**src/rtl/elevator_scheduler.sv**
```systemverilog
// Car scheduler for a small elevator. It latches hall and car calls, chooses the
// travel direction by collective (SCAN) control, and times floor-to-floor travel
// and door dwell.
// Ports:
//   clk, reset      clock and synchronous active-high reset
//   hall_up_req     1-cycle up-call pulses per floor (top floor bit ignored)
//   hall_dn_req     1-cycle down-call pulses per floor (floor 0 bit ignored)
//   car_req         1-cycle destination pulses from the car panel
//   door_hold       level; keeps an open door open
//   current_floor   floor the car is at or last passed
//   dir_up          current or last travel direction (1 = up)
//   moving          car travelling between floors
//   door_open       door open at current_floor
//   arrive          1-cycle pulse when current_floor changes
//   up_pend, dn_pend, car_pend  latched calls, for the floor lamps
module elevator_scheduler #(
  parameter int unsigned N_FLOORS      = 4,
  parameter int unsigned FLOOR_W       = 2,
  parameter int unsigned TRAVEL_CYCLES = 8,
  parameter int unsigned DOOR_CYCLES   = 16
) (
  input  logic                clk,
  input  logic                reset,
  input  logic [N_FLOORS-1:0] hall_up_req,
  input  logic [N_FLOORS-1:0] hall_dn_req,
  input  logic [N_FLOORS-1:0] car_req,
  input  logic                door_hold,
  output logic [FLOOR_W-1:0]  current_floor,
  output logic                dir_up,
  output logic                moving,
  output logic                door_open,
  output logic                arrive,
  output logic [N_FLOORS-1:0] up_pend,
  output logic [N_FLOORS-1:0] dn_pend,
  output logic [N_FLOORS-1:0] car_pend
);

  localparam int unsigned CNT_MAX = (TRAVEL_CYCLES > DOOR_CYCLES) ? TRAVEL_CYCLES : DOOR_CYCLES;
  localparam int unsigned CNT_W   = $clog2(CNT_MAX);
  localparam logic [CNT_W-1:0] TRAVEL_LOAD = CNT_W'(TRAVEL_CYCLES - 1);
  localparam logic [CNT_W-1:0] DOOR_LOAD   = CNT_W'(DOOR_CYCLES - 1);

  // No up call exists at the top floor and no down call at floor 0.
  localparam logic [N_FLOORS-1:0] UP_MASK = ~(N_FLOORS'(1) << (N_FLOORS - 1));
  localparam logic [N_FLOORS-1:0] DN_MASK = ~N_FLOORS'(1);

  localparam logic [1:0] S_IDLE = 2'd0;
  localparam logic [1:0] S_MOVE = 2'd1;
  localparam logic [1:0] S_DOOR = 2'd2;

  logic [1:0]          state_q, state_d;
  logic [FLOOR_W-1:0]  floor_q, floor_d;
  logic                dir_q, dir_d;
  logic                arrive_q, arrive_d;
  logic                moving_q, door_open_q;
  logic [CNT_W-1:0]    cnt_q, cnt_d;
  logic [N_FLOORS-1:0] up_pend_q, up_pend_d;
  logic [N_FLOORS-1:0] dn_pend_q, dn_pend_d;
  logic [N_FLOORS-1:0] car_pend_q, car_pend_d;

  logic [N_FLOORS-1:0] clr_up, clr_dn, clr_car;
  logic [N_FLOORS-1:0] all_pend, cur_oh, nxt_oh;
  logic [FLOOR_W-1:0]  nxt_floor;
  logic                more_ahead, absorb;

  // Any pending call strictly above (up=1) or strictly below (up=0) floor f.
  function automatic logic pend_ahead(input logic [N_FLOORS-1:0] p,
                                      input logic [FLOOR_W-1:0]  f,
                                      input logic                up);
    logic [N_FLOORS-1:0] below, at_or_below;
    below       = (N_FLOORS'(1) << f) - N_FLOORS'(1);
    at_or_below = below | (N_FLOORS'(1) << f);
    return up ? |(p & ~at_or_below) : |(p & below);
  endfunction

  // Next-state logic: direction choice, travel/dwell timing and call clearing.
  always_comb begin
    state_d    = state_q;
    floor_d    = floor_q;
    dir_d      = dir_q;
    cnt_d      = cnt_q;
    arrive_d   = 1'b0;
    clr_up     = '0;
    clr_dn     = '0;
    clr_car    = '0;
    more_ahead = 1'b0;
    absorb     = 1'b0;
    all_pend   = up_pend_q | dn_pend_q | car_pend_q;
    nxt_floor  = dir_q ? floor_q + FLOOR_W'(1) : floor_q - FLOOR_W'(1);
    cur_oh     = N_FLOORS'(1) << floor_q;
    nxt_oh     = N_FLOORS'(1) << nxt_floor;

    case (state_q)
      S_IDLE: begin
        if (|(all_pend & cur_oh)) begin
          state_d = S_DOOR;
          cnt_d   = DOOR_LOAD;
          clr_up  = cur_oh;
          clr_dn  = cur_oh;
          clr_car = cur_oh;
          // A lone hall call at this floor decides which way the car will serve.
          if (|(up_pend_q & cur_oh) != |(dn_pend_q & cur_oh))
            dir_d = |(up_pend_q & cur_oh);
        end else if (pend_ahead(all_pend, floor_q, dir_q)) begin
          state_d = S_MOVE;
          cnt_d   = TRAVEL_LOAD;
        end else if (pend_ahead(all_pend, floor_q, ~dir_q)) begin
          state_d = S_MOVE;
          cnt_d   = TRAVEL_LOAD;
          dir_d   = ~dir_q;
        end
      end

      S_MOVE: begin
        if (cnt_q == '0) begin
          floor_d    = nxt_floor;
          arrive_d   = 1'b1;
          more_ahead = pend_ahead(all_pend, nxt_floor, dir_q);
          if (|(car_pend_q & nxt_oh) || |((dir_q ? up_pend_q : dn_pend_q) & nxt_oh) || !more_ahead) begin
            state_d = S_DOOR;
            cnt_d   = DOOR_LOAD;
            clr_car = nxt_oh;
            if (dir_q) clr_up = nxt_oh;
            else       clr_dn = nxt_oh;
            // End of run: serve the opposite call here too and turn around.
            if (!more_ahead) begin
              if (dir_q) clr_dn = nxt_oh;
              else       clr_up = nxt_oh;
              dir_d = ~dir_q;
            end
          end else begin
            cnt_d = TRAVEL_LOAD;
          end
        end else begin
          cnt_d = cnt_q - CNT_W'(1);
        end
      end

      S_DOOR: begin
        // Car and same-direction calls at the open door are served by it.
        absorb  = |((car_req | (dir_q ? (hall_up_req & UP_MASK) : (hall_dn_req & DN_MASK))) & cur_oh);
        clr_car = cur_oh;
        if (dir_q) clr_up = cur_oh;
        else       clr_dn = cur_oh;
        if (door_hold || absorb)   cnt_d = DOOR_LOAD;
        else if (cnt_q == '0)      state_d = S_IDLE;
        else                       cnt_d = cnt_q - CNT_W'(1);
      end

      default: state_d = S_IDLE;
    endcase

    up_pend_d  = (up_pend_q  | (hall_up_req & UP_MASK)) & ~clr_up;
    dn_pend_d  = (dn_pend_q  | (hall_dn_req & DN_MASK)) & ~clr_dn;
    car_pend_d = (car_pend_q | car_req) & ~clr_car;
  end

  // State and output registers.
  always_ff @(posedge clk) begin
    if (reset) begin
      state_q     <= S_IDLE;
      floor_q     <= '0;
      dir_q       <= 1'b1;
      arrive_q    <= 1'b0;
      moving_q    <= 1'b0;
      door_open_q <= 1'b0;
      cnt_q       <= '0;
      up_pend_q   <= '0;
      dn_pend_q   <= '0;
      car_pend_q  <= '0;
    end else begin
      state_q     <= state_d;
      floor_q     <= floor_d;
      dir_q       <= dir_d;
      arrive_q    <= arrive_d;
      moving_q    <= (state_d == S_MOVE);
      door_open_q <= (state_d == S_DOOR);
      cnt_q       <= cnt_d;
      up_pend_q   <= up_pend_d;
      dn_pend_q   <= dn_pend_d;
      car_pend_q  <= car_pend_d;
    end
  end

  assign current_floor = floor_q;
  assign dir_up        = dir_q;
  assign moving        = moving_q;
  assign door_open     = door_open_q;
  assign arrive        = arrive_q;
  assign up_pend       = up_pend_q;
  assign dn_pend       = dn_pend_q;
  assign car_pend      = car_pend_q;

endmodule

```
**config.mk**
```make
export PLATFORM = sky130hd
export DESIGN_NAME = elevator_scheduler
export DESIGN_NICKNAME = d
export VERILOG_FILES = /design/src/rtl/elevator_scheduler.sv
export SDC_FILE = /design/constraint.sdc
export NUM_CORES = 1
export LEC_CHECK = 0
export ABC_AREA = 1
export CAP_MARGIN = 20
export CORE_ASPECT_RATIO = 1.5
export CORE_MARGIN = 3
export CORE_UTILIZATION = 55
export DETAILED_ROUTE_END_ITERATION = 8
export DONT_BUFFER_PORTS = 1
export HOLD_SLACK_MARGIN = 0.05
export PLACE_DENSITY = 0.84
export SYNTH_ARGS = -nofsm -noshare
export SYNTH_HDL_FRONTEND = slang
export SYNTH_SLANG_ARGS = --single-unit
```
**constraint.sdc**
```tcl
create_clock -name clk -period 2.26 [get_ports clk]
set_input_delay 0.339 -clock clk [delete_from_list [all_inputs] [get_ports clk]]
set_output_delay 0.339 -clock clk [all_outputs]
set_load 0.005 [all_outputs]
```
# After elaboration in Yosys (flattened, before gate mapping)
# Index checks and enable logic that the tools add are counted.
# op_classes
bitwise_logic	28
eq_ne	13
reduce_logical	22
n_mux	49
addsub	5
shift	2
# op_table
cell	count
4-bit 2-to-1 mux	24
4-bit AND	13
4-bit one-hot mux with 3 select lines	4
4-bit OR reduction	10
4-bit bitwise OR	7
4-bit inverter	5
2-bit 2-to-1 mux	8
3-bit != test, second input constant	4
1-bit 2-to-1 mux	11
1-bit by 2-bit left shift with 4-bit output, first input constant	2
4-bit by 2-bit subtractor with 4-bit output, second input constant	2
7-bit AND reduction	1
2-bit != test, second input constant	3
2-bit one-hot mux with 3 select lines	1
2-bit by 1-bit equality test with 1-bit output, second input constant	2
2-bit equality test, second input constant	2
4-bit logical NOT	1
4-bit != test, second input constant	1
4-bit by 3-bit bitwise OR with 4-bit output	1
4-bit by 1-bit subtractor with 4-bit output, second input constant	1
1-bit logical OR	3
3-bit AND reduction	1
3-bit nonzero test	1
2-bit by 1-bit adder with 2-bit output, second input constant	1
9 further kinds	10
# totals
ff_bits	24
elab_cells	129
inputBits	15
output_inout_bits	18

# Logic depth before layout (Yosys ltp)
# Gate-level depths: netlist of the first run.
# logic_depth
depth_word	16
mapped_depth	16

# Least setup slack after synthesis of the first run
# OpenSTA, ideal clock, no wires.
# synth_timing
path_kind	reg2reg
startpoint	register dir_q, in the netlist dir_up
endpoint	register moving_q, in the netlist moving
setup_ns	0.115
slack_ns	-0.006
path_buffers	1
arrival_time_ns	2.151
path_stages_with_launch	16
path_cell_list	dfxtp_1 -> buf_2 -> xor2_1 -> inv_1 -> ha_1 -> nand2_1 -> nand2_1 -> nand2_1 -> nand2_1 -> o21ai_2 -> nand2_1 -> nand2_2 -> nand2_1 -> nand3_2 -> nand2_1 -> and2_1
# synth_via
elab_chain_cells	14
# synth_lines
item	line	text
start, declared	53	logic dir_q, dir_d;
start signal, assigned	174	dir_q <= dir_d;
2-bit 2-to-1 mux	89	nxt_floor = dir_q ? floor_q + FLOOR_W'(1) : floor_q - FLOOR_W'(1);
1-bit by 2-bit left shift with 4-bit output	71, 72, 91	
4-bit by 2-bit subtractor with 4-bit output	71	below = (N_FLOORS'(1) << f) - N_FLOORS'(1);
4-bit bitwise OR	72	at_or_below = below | (N_FLOORS'(1) << f);
4-bit inverter	73	return up ? |(p & ~at_or_below) : |(p & below);
4-bit AND	73	
4-bit OR reduction	73	
1-bit 2-to-1 mux	73	
1-bit logical NOT	-	
1-bit logical OR	119	if (|(car_pend_q & nxt_oh) || |((dir_q ? up_pend_q : dn_pend_q) & nxt_oh) || !more_ahead) begin
2-bit 2-to-1 mux	119	
2-bit 2-to-1 mux	115	if (cnt_q == '0) begin
2-bit one-hot mux with 3 select lines (*)	93	case (state_q)
2-bit by 1-bit equality test with 1-bit output (*)	176	moving_q <= (state_d == S_MOVE);
end signal, assigned	176	
end, declared	55	logic moving_q, door_open_q;
# Mark *: on every way between the ends. The rest lies on a longest branch, timed or not.
# A chain may end at the register's enable or synchronous reset.

# Final worst setup path of the first run
# layout_timing
startpoint	register floor_q[1], in the netlist current_floor[1]
endpoint	register up_pend_q[2], in the netlist up_pend[2]
# layout_via
elab_chain_cells	16
# layout_lines
item	line	text
start, declared	52	logic [FLOOR_W-1:0] floor_q, floor_d;
start signal, assigned	173	floor_q <= floor_d;
2-bit by 1-bit subtractor with 2-bit output / 2-bit by 1-bit adder with 2-bit output (equally long branches)	89	
2-bit 2-to-1 mux	89	
1-bit by 2-bit left shift with 4-bit output	71, 72, 91	
4-bit by 2-bit subtractor with 4-bit output	71	
4-bit bitwise OR	72	
4-bit inverter	73	
4-bit AND	73	
4-bit OR reduction	73	
1-bit 2-to-1 mux	73	
1-bit logical NOT	-	
1-bit logical OR	119	
4-bit 2-to-1 mux	119	
4-bit 2-to-1 mux	115	
4-bit one-hot mux with 3 select lines (*)	93	
4-bit inverter (*)	153	up_pend_d = (up_pend_q | (hall_up_req & UP_MASK)) & ~clr_up;
4-bit AND (*)	153	
end signal, assigned	179	up_pend_q <= up_pend_d;
end, declared	57	logic [N_FLOORS-1:0] up_pend_q, up_pend_d;
# Marks and branches as above.

==> flow_metrics.tcl, run 1 <==
set metrics [dict create \
    grt_max_degree 21 \
    tightestPinTransition_ns 0.587 \
    holdPathStages 1 \
    cts_tree "done" \
    wirelength_mm 5.22 \
    worstPathRequired_ns 2.43 \
    ys_seq_area_share_pct 24.0 \
    fp-row-count 26 \
    area_growth_pct 6.69 \
    via_count 2128 \
    post-dp-hpwl_mm 3.96 \
    drive_gt1_share_pct 12.9 \
    intPower_mw 1.25 \
    syn-instance-count 336 \
    core_sq_um 3450 \
    grt_pass1_vias 2116 \
    finalCriticalPeriod_ns 2.09 \
    worstHoldStart "reset" \
    dp.cells 380 \
    route.detailed.wl_per_inst_microns 13.6 \
    cap_violations 0 \
    drt_iter0_drc 70 \
    timing.rr.start "current_floor[1]" \
    status "completed" \
    syn_nets 361 \
    power_leakage_nw 1.13 \
    finalSetupViolCount 0 \
    postRouteAntennaNets 0 \
    regToRegEndpoint "up_pend[2]" \
    instances_no_fill 384 \
    syn_avg_cell_area_sq_um 5.96 \
    root_buffer "clkbuf_8" \
    p_per_area_nw_per_um2 1190 \
    boundaryPins 33 \
    power.clock.fraction_pct 11.8 \
    clk_pin_slew_ns 0.09 \
    cts_max_path_buffers 2 \
    hold_class "in -> reg" \
    dieHeight_microns 79.9 \
    antenna_found_initial 0 \
    hold_violations 0 \
    place.gp.congestion 0.930 \
    relSlewSlack_pct 60.8 \
    synth_cell_types 26 \
    fin_crit_sh_pct 92.4 \
    ir_drop_mv 0.650 \
    port_buffers 0 \
    grt_pass1_wl_mm 8.87 \
    vias_per_cell 5.54 \
    overflow 0 \
    drc_errors 0 \
    r2r_cells 13 \
    crit_type "reg -> reg" \
    nets 368 \
    grt_util_all_layers_pct 24.5 \
    finalClockSkew_ns 0.00722 \
    synth-seq-cells 24 \
    holdPathEnd "state_q[0]" \
    setup_tns_ns 0 \
    p_sw_share_pct 50.7 \
    critPathArrivalTime_ns 2.25 \
    num_antenna_cells 0 \
    drtPass1Iterations 4 \
    numCtsBuffers 3 \
    design.die.area_sq_um 4410 \
    crit_fanout 12 \
    start_util_pct 58.1 \
    die_w_microns 55.3 \
    worst-r2r-setup-slack_ns 0.17 \
    p_seq_share_pct 23.9 \
    synthesis.area_sq_um 2000 \
    ys_warn_count 0 \
    ctsHtreeMaxLevel 1 \
    drv_slew 0 \
    clkLatencyLatePin_ns 0.27 \
    clock_sink_count 24 \
    power_switching_mw 1.29 \
    endpoint_kind "flop" \
    fmax_mhz 479 \
    pwr-share-comb_pct 64.3 \
    cp-start-kind "flop" \
]
## stage by stage
stage          utilization (%)  total power, mW  hold slack, ns  worst slack [ns]  instance area (sq um)
3_3_place_gp              60.3             2.17           0.412             0.233                   2080
3_5_place_dp              60.3             2.21           0.414             0.197                   2080
2_1_floorplan                -             1.87           0.410            0.0276                   2000
4_1_cts                   61.9             2.52           0.126             0.165                   2130
6_report                  61.9             2.54           0.124             0.172                   2140
5_1_grt                   61.9             2.78           0.120           -0.0271                   2140
## registers in the layout, summed over array words and instances (netlist names)
register,count
car_pend,4
cnt_q,4
dn_pend,4
up_pend,4
current_floor,2
state_q,2
arrive,1
dir_up,1
door_open,1
moving,1
## synthesized netlist by cell type, drive strengths merged
library cell	instances	area share [%]
a211oi	1	0.38
a21oi	22	5.5
and2	2	0.75
buf	4	1.6
clkbuf	3	0.56
dfxtp	24	24
ha	10	6.3
inv	56	10
nand2	112	22
nand3	26	8.0
nand4	8	2.5
nor2	33	8.3
nor3	1	0.25
o21ai	29	7.4
o22ai	1	0.31
or2	1	0.31
xor2	3	1.3
## repair_timing
item,in CTS,in global routing
resized for setup,0,1
setup endpoints to repair,0,5
buffers inserted,0,0
hold buffers,0,0
## logic make-up (layout without fill, tap and decap cells)
group / count (synthesis) / after routing / synth area share (%)
compound gates: 53 / 53 / 13.6
xor+xnor: 3 / 3 / 1.31
fa+ha+maj: 10 / 10 / 6.25
buf+inv: 63 / 69 / 12.7
flops: 24 / 24 / 24.0
simple gates: 183 / 183 / 42.1
## cells in the final DEF (no fill, tap or decap)
cell type and n:
a211oi_1 1, a21oi_1 22, and2_1 1, and2_4 1, buf_4 9, clkbuf_8 4
dfxtp_1 24, ha_1 9, ha_2 1, inv_1 51, inv_2 5, nand2_1 106
nand2_2 5, nand2_4 1, nand3_1 20, nand3_2 6, nand4_1 8, nor2_1 22
nor2_2 8, nor2_4 3, nor3_1 1, o21ai_0 28, o21ai_2 1, o22ai_1 1
or2_0 1, xor2_1 3
## power by group through the flow
stage	Combinational, mW	Clock, mW	Sequential (mW)
floorplan	1.26	0	0.609
global placement	1.55	0	0.611
detailed placement	1.59	0	0.617
CTS	1.61	0.304	0.606
global route	1.85	0.318	0.618
finish	1.63	0.299	0.607
## critical path, cell delays in order, from the launching register on
cell,delay (ns)
dfxtp_1,0.36
xor2_1,0.22
inv_1,0.11
ha_2,0.34
inv_1,0.05
nand2_1,0.06
nand2_1,0.06
o21ai_2,0.14
nand2_1,0.13
nand2_2,0.09
buf_4,0.18
nand4_1,0.11
nand2_1,0.08
a21oi_1,0.05
## worst max-delay path by stage
stage                           startpoint  cells past startpoint         end
final                     current_floor[1]                     13  up_pend[2]
after global routing      current_floor[1]                     13  dn_pend[2]
after CTS                 current_floor[1]                     14  up_pend[2]
after detailed placement  current_floor[1]                     14  up_pend[2]
after global placement              dir_up                     14  dn_pend[3]
after floorplan                     dir_up                     15      moving
## routing by layer
layer  wire length (microns)  global-route usage, %  vias up
li1                        -                      -     1068
met1                    1920                   22.8      962
met2                    2810                   49.3       73
met3                     269                   4.05       25
met4                     225                   13.4        0
met5                       0                      0        -
## final cells by class
class                           instances  area [sq um]
Fill cell                             361          1310
Multi-Input combinational cell        249          1270
Sequential cell                        24           480
Inverter                               56           210
Timing Repair Buffer                    9          67.6
Clock buffer                            4          55.1
Tap cell                               42          52.6
No activity file was read; power rests on OpenSTA's default activity.
==> run 2: changes to the inputs <==
ABC_AREA = 0   (was 1)
CORE_UTILIZATION = 40   (was 55)
PLACE_DENSITY = 0.67   (was 0.84)
==> run 2 against run 1 <==
  * Setup slack worse by 0.14 ns
  * Flip-flop and latch count unchanged
  * Clock skew is 0.0057 ns lower
  * Sequential share of layout area fell by 1.4 points
  * Largest power group unchanged
==> flow_metrics.tcl, run 2 <==
set metrics [dict create \
    layout_common_cells "37 x buf_4, 21 x dfxtp_1, 15 x nor2_1" \
    fp-row-count 29 \
    p_sw_share_pct 42.0 \
    die_w_microns 60.7 \
    final_util_pct 53.9 \
    worstHoldStart "reset" \
    power_switching_mw 1.16 \
    layout_commonest_cell "buf_4" \
    rsz0062_at_grt "yes" \
    power_leakage_nw 0.906 \
    fmax_mhz 448 \
    crit_type "reg -> reg" \
    ctsHtreeMaxLevel 1 \
    holdPathStages 1 \
    fin_crit_sh_pct 98.7 \
    r2r_cells 10 \
    synth_edf_count 0 \
    pwr-share-comb_pct 62.3 \
    p_per_area_nw_per_um2 1200 \
    crit_fanout 4 \
    grt_pass1_wl_mm 8.09 \
    worst-r2r-setup-slack_ns 0.03 \
    p_seq_share_pct 23.6 \
    routed.top_layer "met4" \
    cap_violations 0 \
    finalCriticalPeriod_ns 2.23 \
    design.die.area_sq_um 5350 \
    synthesis.area_sq_um 1800 \
    wirelength_mm 5.26 \
    ys_async_sr_fraction_pct 0 \
    ys_seq_area_share_pct 26.7 \
    cts_max_path_buffers 2 \
    ir_drop_mv 0.565 \
    synth_common_cells "24 x dfxtp_1, 16 x nor2_1, 12 x a221oi_1" \
    wl_met1_mm 1.93 \
    area_growth_pct 28.5 \
    synth-seq-cells 24 \
    ys_warn_count 0 \
    port_buffers 0 \
    drt_iter0_drc 63 \
    drtPass1Iterations 4 \
    grt_pass1_vias 1651 \
    synth_top_area_share_pct 26.7 \
    endpoint_kind "flop" \
    nets 261 \
    clk_pin_slew_ns 0.09 \
    finalSetupViolCount 0 \
    syn_nets 224 \
    clkLatencyLatePin_ns 0.27 \
    yosysTopAreaCell "dfxtp_1" \
    synthMostInstantiatedCell "dfxtp_1" \
    worstPathRequired_ns 2.42 \
    postRouteAntennaNets 0 \
    place.gp.congestion 0.902 \
    syn_avg_cell_area_sq_um 9.03 \
    dieHeight_microns 88.1 \
    post-dp-hpwl_mm 4.00 \
    numCtsBuffers 3 \
    status "completed" \
    wl_met2_mm 2.95 \
    drc_errors 0 \
    holdPathEnd "current_floor[1]" \
    clock_sink_count 24 \
    fill_cells 398 \
    relSlewSlack_pct 64.6 \
    boundaryPins 33 \
    num_antenna_cells 0 \
    hold_class "in -> reg" \
    regToRegEndpoint "dir_up" \
    intPower_mw 1.60 \
    drive_gt1_share_pct 34.5 \
    core_sq_um 4280 \
    wl_met3_microns 254 \
    grt_util_all_layers_pct 20.2 \
    seq_area_sq_um 487 \
    ctsHoldBuffers 0 \
    drv_slew 0 \
    via_count 1728 \
    antenna_found_initial 0 \
    syn-instance-count 199 \
    hold_violations 0 \
    synth_cell_types 56 \
    root_buffer "clkbuf_8" \
    multi_input_area_sq_um 1350 \
    power.clock.fraction_pct 14.1 \
    yosys_most_used_dff "dfxtp_1" \
    cp-start-kind "flop" \
    start_util_pct 42.0 \
    finalClockSkew_ns 0.00152 \
    route.detailed.wl_per_inst_microns 18.7 \
    tightestPinTransition_ns 0.530 \
    setup_tns_ns 0 \
    grt_max_degree 25 \
    timing.rr.start "current_floor[1]" \
    critPathArrivalTime_ns 2.39 \
    vias_per_cell 6.15 \
    overflow 0 \
    cts_tree "done" \
    synthTopCellsByArea "dfxtp_1 27%, ha_1 7.0%, a221oi_1 5.8%" \
]
run 2: cell types whose count changed in the layout (fill, tap and decap cells not counted), sizes merged, moves of 14 or more:
| cell | before | now |
|---|---|---|
| nand2 | 112 | 6 |
| a221oi | 0 | 14 |
| nor2 | 33 | 16 |
| buf | 9 | 39 |
| o21ai | 29 | 12 |
| nand3 | 26 | 2 |
| inv | 56 | 11 |
run 2: timing repair:
item                       CTS  global route
resized for setup           15            12
setup endpoints to repair   21            16
pin swaps                    5             7
setup buffers                0             2
run 2: worst max-delay path by stage:
stage	startpoint	end	slack, ns	depth (start not counted)
6_report	current_floor[1]	dir_up	0.03	10
5_1_grt	dir_up	dir_up	-0.08	10
4_1_cts	dir_up	dir_up	0.00004	10
3_5_place_dp	dir_up	up_pend[1]	-0.21	8
3_3_place_gp	dir_up	car_pend[1]	-0.16	9
2_1_floorplan	dir_up	dir_up	0.001	10
run 2: metrics by stage:
| stage | hold WS, ns | instance area, sq um | cells | power [mW] | setup WS [ns] |
|---|---|---|---|---|---|
| 2_1_floorplan | 0.443 | 1830 | 199 | 1.68 | 0.00105 |
| 3_3_place_gp | 0.415 | 2120 | 275 | 2.18 | -0.161 |
| 3_5_place_dp | 0.416 | 2120 | 275 | 2.20 | -0.210 |
| 4_1_cts | 0.113 | 2270 | 279 | 2.73 | 0.0000360 |
| 5_1_grt | 0.107 | 2310 | 281 | 2.92 | -0.0779 |
| 6_report | 0.122 | 2310 | 281 | 2.77 | 0.0284 |
run 2: cell type report:
class / count / share of cell area [%]
Multi-Input combinational cell: 157 / 58.4
Clock buffer: 3 / 1.79
Clock inverter: 1 / 1.30
Tap cell: 46 / 2.49
Timing Repair Buffer: 39 / 13.2
Sequential cell: 24 / 21.1
Inverter: 11 / 1.79
run 2: kinds of logic after synthesis:
logic type / share of synthesized area, %
buf+inv: 5.01
mux: 7.17
xor+xnor: 2.44
flops: 26.7
compound gates: 32.0
simple gates: 19.6
fa+ha+maj: 6.96
run 2: worst max-delay path: stages (launching register included):
cell and delay (ns):
dfxtp_2 0.36, xnor2_4 0.25, ha_4 0.19, xnor2_2 0.11, o22a_1 0.16, a21oi_2 0.07
buf_4 0.15, nor3_2 0.18, a21oi_2 0.06, o31a_1 0.24, or3_1 0.35
run 2: routing by layer:
layer	global-route usage, %	up-vias
li1	-	833
met1	22.1	830
met2	37.9	53
met3	3.54	12
met4	6.31	0
met5	0	-
run 2: power by group through the flow:
stage               combinational, mW  clock (mW)  sequential, mW
finish                           1.72       0.389           0.653
detailed placement               1.55           0           0.654
global route                     1.84       0.415           0.669
CTS                              1.68       0.401           0.651
floorplan                        1.05           0           0.631
global placement                 1.53           0           0.649
==> run 3: changes to the inputs <==
CORE_UTILIZATION = 50   (was 40)
CTS_CLUSTER_DIAMETER = 80   (was not set)
PLACE_DENSITY = 0.79   (was 0.67)
SKIP_CTS_REPAIR_TIMING = 1   (was not set)
==> run 3 against run 2 <==
  * Register-to-register slack lost 0.09 ns
  * Non-clock buffer count grew 8
  * Combinational power grew 9%
  * Die area shrank 18%
  * Largest cell class unchanged
  * The flow now finishes with violations (negative setup slack)
  * Cell area grew 5.0%
  * Fmax shrank 4.1%
==> flow_metrics.tcl, run 3 (synthesized netlist as in run 2, its figures left out) <==
set metrics [dict create \
    grt_max_degree 25 \
    drc_errors 0 \
    start_util_pct 52.6 \
    path_cells "buf_12 -> mux4_1 -> xnor2_1 -> o311a_1 -> o31a_1 -> or3_4" \
    setup_tns_ns -0.124 \
    overflow 0 \
    power_switching_mw 1.25 \
    die_w_microns 54.9 \
    fp-row-count 26 \
    stdcell_area_sq_um 2420 \
    port_buffers 0 \
    worstPathRequired_ns 2.42 \
    root_buffer "clkbuf_8" \
    ctsHtreeMaxLevel 1 \
    violations "negative setup slack" \
    crit_fanout 12 \
    post-dp-hpwl_mm 3.89 \
    boundaryPins 33 \
    clk_pin_slew_ns 0.09 \
    numCtsBuffers 3 \
    relSlewSlack_pct 60.2 \
    setup_ws_ns -0.0665 \
    drv_slew 0 \
    cts_max_path_buffers 2 \
    intPower_mw 1.68 \
    power.clock.fraction_pct 13.3 \
    vias_per_cell 6.61 \
    grt_pass1_vias 1828 \
    multi_input_area_sq_um 1370 \
    tightestPinTransition_ns 0.595 \
    drtPass1Iterations 4 \
    finalClockSkew_ns 0.00405 \
    layout_common_cells "43 x buf_4, 21 x dfxtp_1, 15 x nor2_1" \
    grt_pass1_wl_mm 8.43 \
    p_per_area_nw_per_um2 1210 \
    wirelength_mm 5.85 \
    place.gp.congestion 0.953 \
    num_antenna_cells 0 \
    nets 269 \
    p_seq_share_pct 22.5 \
    clock_sink_count 24 \
    cap_violations 0 \
    slowest_stage "mux4_1" \
    grt_util_all_layers_pct 26.2 \
    ir_drop_mv 0.854 \
    route.detailed.wl_per_inst_microns 20.5 \
    hold_violations 0 \
    fill_cells 245 \
    status "finished with violations" \
    rsz0062_at_grt "yes" \
    clkLatencyLatePin_ns 0.28 \
    drt_iter0_drc 85 \
    design.die.area_sq_um 4360 \
    layout_commonest_cell "buf_4" \
    antenna_found_initial 0 \
    cp-start-kind "flop" \
    p_sw_share_pct 42.6 \
    fin_crit_sh_pct 103 \
    postRouteAntennaNets 0 \
    cts_tree "done" \
    crit_type "reg -> reg" \
    fmax_mhz 430 \
    max_stage_delay_ns 0.59 \
    core_sq_um 3420 \
    area_growth_pct 34.9 \
    finalCriticalPeriod_ns 2.33 \
    seq_area_sq_um 489 \
    dieHeight_microns 79.4 \
    power_leakage_nw 0.957 \
    finalSetupViolCount 3 \
    via_count 1885 \
    endpoint_kind "flop" \
    pwr-share-comb_pct 64.2 \
    hold_class "in -> reg" \
    drive_gt1_share_pct 37.4 \
    placed_cell_area_sq_um 2130 \
    critPathArrivalTime_ns 2.48 \
]
[run 3: worst max-delay path, delay by kind of cell (launching register included)]
family                    cells  cell delay [ns]
buffers and inverters         1             0.15
xor gates and xnor gates      1             0.20
DFF                           1             0.39
and+or+nand+nor               1             0.39
muxes                         1             0.59
AOI/OAI and AO/OA             2             0.48
[run 3: power by group through the flow]
| stage | Sequential [mW] | Clock, mW | Combinational, mW |
|---|---|---|---|
| after detailed placement | 0.661 | 0 | 1.56 |
| final | 0.659 | 0.389 | 1.88 |
| after CTS | 0.650 | 0.388 | 1.58 |
| after floorplan | 0.631 | 0 | 1.05 |
| after global placement | 0.654 | 0 | 1.54 |
| after global routing | 0.674 | 0.407 | 2.00 |
[run 3: layer usage]
layer / GRT usage, % / wire [microns] / vias to the layer above
met4: 13.9 / 255 / 0
met2: 46.0 / 3150 / 83
li1: - / - / 859
met3: 4.49 / 350 / 22
met5: 0 / 0 / -
met1: 28.1 / 2100 / 921
[run 3: area by class of cell]
class,count,area share [%]
clock buffer,3,1.70
clock inverter,1,1.24
inverter,11,1.70
multi-input combinational,157,56.5
sequential,24,20.2
tap,42,2.17
timing repair buffer,47,16.5
[run 3: per-stage QoR]
step                      hold slack [ns]  worst slack (ns)  std cells  total power, mW  utilization, %
after detailed placement            0.415            -0.248        272             2.22            62.5
after global routing                0.111            -0.124        285             3.08            71.0
after global placement              0.413            -0.192        272             2.20            62.5
final                               0.111           -0.0665        285             2.93            71.0
after floorplan                     0.443           0.00105        199             1.68               -
after CTS                           0.121            -0.323        276             2.62            64.6
[run 3: final timing paths]
check / startpoint / to / slack (ns) / cells after the start
max: current_floor[0] / dir_up / -0.07 / 6
min: reset / cnt_q[1] / 0.11 / 1
max reg2reg: current_floor[0] / dir_up / -0.07 / 6
min reg2reg: cnt_q[0] / cnt_q[0] / 0.54 / 2
